**src/rtl/fc_seq_ctrl.sv**
```systemverilog
// fc_seq_ctrl: tiled FC-layer sequencer (clear, feed, drain, write per tile); FC_SEQ_CYCLE_CNT_EN adds a busy-cycle counter
module fc_seq_ctrl #(
  parameter int IN_DIM = 256,
  parameter int OUT_DIM = 64,
  parameter int ARRAY_N = 8,
  parameter int PIPE_LAT = 3,
  localparam int TILES = OUT_DIM / ARRAY_N,
  localparam int IW = IN_DIM > 1 ? $clog2(IN_DIM) : 1,
  localparam int WW = IN_DIM * TILES > 1 ? $clog2(IN_DIM * TILES) : 1,
  localparam int NW = ARRAY_N > 1 ? $clog2(ARRAY_N) : 1,
  localparam int OW = OUT_DIM > 1 ? $clog2(OUT_DIM) : 1
) (
  input  logic          clk,
  input  logic          rst,
  input  logic          start,
  output logic          busy,
  output logic          done,
  output logic          in_rd_en,
  output logic [IW-1:0] in_rd_addr,
  output logic          w_rd_en,
  output logic [WW-1:0] w_rd_addr,
  output logic          acc_clr,
  output logic          acc_en,
  output logic [NW-1:0] out_sel,
  output logic          out_wr_en,
  output logic [OW-1:0] out_wr_addr,
  output logic [31:0]   cycle_count
);
  localparam int TW = TILES > 1 ? $clog2(TILES) : 1;
  localparam int DW = PIPE_LAT > 1 ? $clog2(PIPE_LAT) : 1;
  typedef enum logic [2:0] {IDLE, CLEAR, FEED, DRAIN, WRITE, DONE} state_t;
  state_t state;
  logic [TW-1:0] tile;
  logic [DW-1:0] drain;
  logic [WW-1:0] w_next;
  logic [OW-1:0] o_next;
  // w_next/o_next walk tile*IN_DIM+k and tile*ARRAY_N+j without multipliers
  always_ff @(posedge clk or posedge rst)
    if (rst) begin
      state <= IDLE;
      tile <= '0;
      drain <= '0;
      w_next <= '0;
      o_next <= '0;
      busy <= 1'b0;
      done <= 1'b0;
      in_rd_en <= 1'b0;
      in_rd_addr <= '0;
      w_rd_en <= 1'b0;
      w_rd_addr <= '0;
      acc_clr <= 1'b0;
      acc_en <= 1'b0;
      out_sel <= '0;
      out_wr_en <= 1'b0;
      out_wr_addr <= '0;
    end else begin
      acc_en <= in_rd_en;
      acc_clr <= 1'b0;
      case (state)
        IDLE, DONE:
          if (start) begin
            state <= CLEAR;
            acc_clr <= 1'b1;
            busy <= 1'b1;
            done <= 1'b0;
            tile <= '0;
            w_next <= '0;
            o_next <= '0;
          end
        CLEAR: begin
          state <= FEED;
          in_rd_en <= 1'b1;
          w_rd_en <= 1'b1;
          in_rd_addr <= '0;
          w_rd_addr <= w_next;
          w_next <= w_next + 1'b1;
        end
        FEED:
          if (in_rd_addr == IW'(IN_DIM - 1)) begin
            state <= DRAIN;
            in_rd_en <= 1'b0;
            w_rd_en <= 1'b0;
            drain <= '0;
          end else begin
            in_rd_addr <= in_rd_addr + 1'b1;
            w_rd_addr <= w_next;
            w_next <= w_next + 1'b1;
          end
        DRAIN:
          if (drain == DW'(PIPE_LAT - 1)) begin
            state <= WRITE;
            out_wr_en <= 1'b1;
            out_sel <= '0;
            out_wr_addr <= o_next;
            o_next <= o_next + 1'b1;
          end else begin
            drain <= drain + 1'b1;
          end
        WRITE:
          if (out_sel == NW'(ARRAY_N - 1)) begin
            out_wr_en <= 1'b0;
            if (tile == TW'(TILES - 1)) begin
              state <= DONE;
              busy <= 1'b0;
              done <= 1'b1;
            end else begin
              state <= CLEAR;
              acc_clr <= 1'b1;
              tile <= tile + 1'b1;
            end
          end else begin
            out_sel <= out_sel + 1'b1;
            out_wr_addr <= o_next;
            o_next <= o_next + 1'b1;
          end
        default: state <= IDLE;
      endcase
    end
`ifdef FC_SEQ_CYCLE_CNT_EN
  logic [31:0] cnt;
  always_ff @(posedge clk or posedge rst)
    if (rst) cnt <= '0;
    else if (start && (state == IDLE || state == DONE)) cnt <= '0;
    else if (busy && cnt != 32'hFFFF_FFFF) cnt <= cnt + 1'b1;
  assign cycle_count = cnt;
`else
  assign cycle_count = '0;
`endif
endmodule

```
**config.mk**
```make
export PLATFORM = sky130hd
export DESIGN_NAME = fc_seq_ctrl
export DESIGN_NICKNAME = d
export VERILOG_FILES = /design/src/rtl/fc_seq_ctrl.sv
export SDC_FILE = /design/constraint.sdc
export NUM_CORES = 1
export LEC_CHECK = 0
export ABC_CLOCK_PERIOD_IN_PS = 5000
export BUFFER_PORTS_ARGS = -buffer_cell sky130_fd_sc_hd__buf_2
export CAP_MARGIN = 20
export CELL_PAD_IN_SITES_DETAIL_PLACEMENT = 1
export CELL_PAD_IN_SITES_GLOBAL_PLACEMENT = 2
export CORE_MARGIN = 2
export CORE_UTILIZATION = 30
export DETAILED_ROUTE_END_ITERATION = 7
export MAX_ROUTING_LAYER = met4
export PLACE_DENSITY_LB_ADDON = 0.1
export SETUP_SLACK_MARGIN = 0.05
export SLEW_MARGIN = 5
export SYNTH_ARGS = -nofsm -noshare
export SYNTH_HDL_FRONTEND = slang
export SYNTH_SLANG_ARGS = --single-unit
```
**constraint.sdc**
```tcl
create_clock -name clk -period 5 [get_ports clk]
set_clock_uncertainty 0.15 [all_clocks]
set_input_delay 1 -clock clk [delete_from_list [all_inputs] [get_ports clk]]
set_output_delay 1 -clock clk [all_outputs]
set_load 0.005 [all_outputs]
```
======== Yosys cells after proc, flatten, opt, wreduce, memory -nomap -nowiden ========
Index checks and enable logic that the tools add are counted.
storage, ports and cells
  register bits ........................... 59
  logic and storage cells ................. 104
cells by class
  add/subtract/negate cells ............... 6
  equality and inequality tests ........... 18
  mux-type cells .......................... 47
  reductions and logical operators ........ 18
operators by type and width
  cell                                                             number
  11-bit 2-to-1 mux                                                3
  11-bit case mux with 3 select lines                              1
  3-bit 2-to-1 mux                                                 10
  6-bit 2-to-1 mux                                                 5
  11-bit case mux with 2 select lines                              1
  2-bit inequality test, second input constant                     9
  6-bit case mux with 3 select lines                               1
  8-bit case mux with 2 select lines                               1
  4-bit AND reduction                                              4
  3-bit case mux with 5 select lines                               1
  3-bit == test, second input constant                             4
  1-bit 2-to-1 mux                                                 12
  3-bit case mux with 2 select lines                               2
  6-bit case mux with 2 select lines                               1
  3-bit AND reduction                                              4
  11-bit by 1-bit adder with 11-bit output, second input constant  1
  1-bit case mux with 2 select lines                               5
  8-bit by 1-bit adder with 8-bit output, second input constant    1
  8-bit == test, second input constant                             1
  8-bit 2-to-1 mux                                                 1
  2-bit nonzero test                                               4
  3-bit by 1-bit adder with 3-bit output, second input constant    2
  6-bit by 1-bit adder with 6-bit output, second input constant    1
  3-bit by 2-bit == test with 1-bit output, second input constant  2
  other kinds (9)                                                  12

======== Depth between registers and ports, before layout ========
  depth after elaboration ................. 4
  gate-level depth with buffers ........... 7

======== Worst setup path after synthesis ========
OpenSTA, ideal clock, no wires.
  kind .................................... input to register
  start point ............................. input start
  end point ............................... register w_next[6]
  arrival time ............................ 1.773 ns
  required time ........................... 4.724 ns
  setup slack ............................. 2.951 ns
  stages .................................. 4
  buffers on the path ..................... 0
  cell sequence ........................... nand2_1 -> a21oi_1 -> nor2_4 -> a221o_1
between the ends
  longest elaborated chain between the ends .. 2
ends and longest elaborated chain
  item                                    RTL line  RTL
  start, declared                         15        input logic start,
  2-bit inequality test (no source line)  --
  3-bit AND reduction (no source line)    --
  end signal, assigned                    76        w_next <= w_next + 1'b1;
  end signal, assigned                    87        w_next <= w_next + 1'b1;
  end, declared                           35        logic [WW-1:0] w_next;
No other way between the ends.
A chain may end at the register's enable or synchronous reset.

======== Worst setup path in the final report ========
  start point ............................. register state[0]
  end point ............................... register w_rd_addr[6]
between the ends
  longest elaborated chain between the ends .. 3
  elaborated cells on any way between the ends .. 6
  those cells by class .................... eq/ne (3); mux (1); reduce/logical (2)
ends and longest elaborated chain
  item                                                                                                         RTL line  RTL
  start, declared                                                                                              32        state_t state;
  start signal, assigned                                                                                       40        state <= IDLE;
  start signal, assigned                                                                                       62        state <= CLEAR;
  start signal, assigned                                                                                       71        state <= FEED;
  3-bit by 2-bit == test with 1-bit output / 3-bit by 1-bit == test with 1-bit output (equally long branches)  59        case (state)
  2-bit inequality test (no source line) / 2-bit nonzero test (equally long branches)                          --
  2-bit AND reduction (no source line)                                                                         --
  end signal, assigned                                                                                         75        w_rd_addr <= w_next;
  end signal, assigned                                                                                         86        w_rd_addr <= w_next;
  end, declared                                                                                                21        output logic [WW-1:0] w_rd_addr,
Parallel ways exist; a longest one is shown, timed or not.

==> out/metrics.yaml <==
grt:
  antenna_found_initial: 0
  grt_pass1_wl_um: 12520
  grt_pass1_vias: 2488
  overflow: 0
  grt_usage_pct: 14.18
  grt_max_degree: 39
route:
  via_per_inst: 4.838
  drcViolationCount: 0
  avgRoutedWirePerCell_um: 14.75
  firstDrtPassIters: 4
  drt_wl_total_um: 7286
  drt_iter0_drc: 94
  drtAntennaViolNets: 0
  vias: 2390
critical_path:
  cp_data_required_time_ns: 5.08
  reg2reg_depth: 5
  start_kind: "register"
  critical_path.endpoint_type: "register"
  cp_max_fo: 20
  arrival_ns: 3.07
  crit_type: "register to register"
finish:
  final_util_pct: 34.63
  final_net_count: 364
  area_growth_pct: 12.04
  n_antenna_cell: 0
  drive_gt1_share_pct: 21.79
yosys:
  yosys_warnings: 0
  ys_seq_area_share_pct: 46.27
  ys_ff_latch: 59
  synth_commonest_cells: "dfrtp_1 (59), buf_4 (34), nand2_1 (30), o21ai_0 (23), nor2_1 (16)"
  synth.distinct_cells: 55
  yosysMostFrequentCell: "dfrtp_1"
  synth_top_area_share_pct: 46.27
  postSynth.asyncResetShare_pct: 100.0
  postSynthCellCount: 318
  synthFlopType: "dfrtp_1"
  synth_top_area_cell: "dfrtp_1"
  synth_area_um2: 3191
  synth_area_per_cell_um2: 10.03
  synth_edf_count: 0
  synth_area_leaders: "dfrtp_1 (46%), buf_4 (8.0%), mux2_2 (4.9%), o21ai_0 (3.6%), nand2_1 (3.5%)"
timing:
  worstMarginPinSlew_ns: 0.7706
  post-route-period-util_pct: 59.71
  hold_viol: 0
  rsz0062_at_grt: "no"
  timing.final.crit_period_ns: 2.986
  setup_tns_ns: 0
  setup_viol_count_final: 0
  relSlewSlack_pct: 48.44
  clock.fmax_mhz: 335.0
  report.final.slew_viol_count: 0
clock_network:
  clk_latency_ns: 0.34
  clkTransAtPathRegs_ns: 0.07
  cts.path.max_buffers: 2
  cts_made_buffers: 9
  htreeDepth: 3
  cts_tree: "done"
  clk_root_buffer_cell: "clkbuf_8"
  cts_hold_buf: 0
  clock_sinks: 59
  cts_setup_buffers: 0
  cts_resized: 0
floorplanning:
  rows: 37
  io_pins: 70
  die_area_um2: 11480
  die_x_um: 107.1
  core_area_um2: 10320
  die_h_um: 107.1
  start_util_pct: 30.91
outcome:
  status: "finished, final reports clean"
place:
  dp_hpwl_um: 5061
  gp_congestion: 0.7112
  portBuffers: 37
power_and_ir_drop:
  p_per_area_nw_per_um2: 274.7
  ir_drop_mv: 0.1197
  power_leakage_nw: 1.756
worst_hold_path:
  hp-class: "register to register"
  holdPathStages: 0
run:
  cap_violations: 0
## layer usage
| layer | global-route usage, % | vias up | share of wire (%) |
|---|---|---|---|
| met2 | 22.56 | 42 | 49 |
| met1 | 17.48 | 1186 | 45 |
| met5 | - | - | 0 |
| met3 | 4.924 | 7 | 4.4 |
| met4 | 3.061 | 0 | 0.71 |
| li1 | - | 1155 | - |
## critical path, stage by stage, from the launching register on
cell and delay (ns):
dfrtp_1 0.74, xor2_1 0.19, nand2_1 0.38, nor2_1 0.75
buf_4 0.32, mux2_2 0.35
## where the power goes
group | internal [mW] | switching, mW | leakage [nW] | total (mW)
sequential | 0.477 | 0 | 0.743 | 0.477
clock | 0.280 | 0.207 | 0.109 | 0.487
combinational | 0.00164 | 0.0169 | 0.903 | 0.0186
total | 0.758 | 0.224 | 1.76 | 0.982
## placed cells by master (no fill, tap or decap), drive strengths merged, types with 3 or more instances in the layout
master and n:
a21o 5, a21oi 12, a221o 3, a22o 6, and2 3, and3 3
and4 4, buf 40, clkbuf 9, clkinv 3, conb 32, dfrtp 59
ha 8, inv 10, mux2 14, nand2 30, nand3 12, nand4 4
nor2 17, nor3 7, nor4b 3, o21ai 24, o31ai 7
## final timing paths
check,startpoint,to,slack [ns]
setup / recovery,state[0],w_rd_addr[6],2.01
min in group asynchronous,rst,w_rd_addr[0],0.51
hold reg to reg,w_rd_en,acc_en,0.31
max in group asynchronous,rst,out_sel[0],3.30
setup reg to reg,state[0],w_rd_addr[6],2.01
hold / removal,w_rd_en,acc_en,0.31
## area by class of cell
type | instances | area, µm²
timing repair buffer | 40 | 207.7
clock inverter | 7 | 91.34
clock buffer | 9 | 123.9
fill | 1216 | 6749
inverter | 9 | 33.78
sequential | 59 | 1476
tap | 136 | 170.2
multi-input combinational | 234 | 1471
## flip-flops by register name (all words and copies together), names as in the netlist
signal / count
acc_clr: 1
acc_en: 1
busy: 1
done: 1
drain: 2
in_rd_addr: 8
o_next: 6
out_sel: 3
out_wr_addr: 6
out_wr_en: 1
state: 3
tile: 3
w_next: 11
w_rd_addr: 11
w_rd_en: 1
## through the flow
step / cell area (µm²) / hold WS (ns) / std cells / worst slack, ns / power, mW
6_report: 3575 / 0.3081 / 494 / 2.015 / 0.9821
5_1_grt: 3575 / 0.3399 / 494 / 1.791 / 1.033
4_1_cts: 3575 / 0.3143 / 494 / 2.010 / 1.006
3_5_place_dp: 3359 / 0.2964 / 478 / 2.010 / 0.5056
3_3_place_gp: 3359 / 0.2910 / 478 / 2.040 / 0.5057
2_1_floorplan: 3307 / 0.2845 / 349 / 2.394 / 0.5176
## kinds of logic after synthesis
logic type | Yosys count | synth area share, %
simple gates | 98 | 16.27
compound gates | 76 | 16.28
flops | 59 | 46.27
buf+inv | 56 | 11.25
mux | 16 | 5.569
fa+ha+maj | 8 | 3.137
xor+xnor | 4 | 1.098
other cells | 1 | 0.1175
No activity file was read; power rests on OpenSTA's default activity.
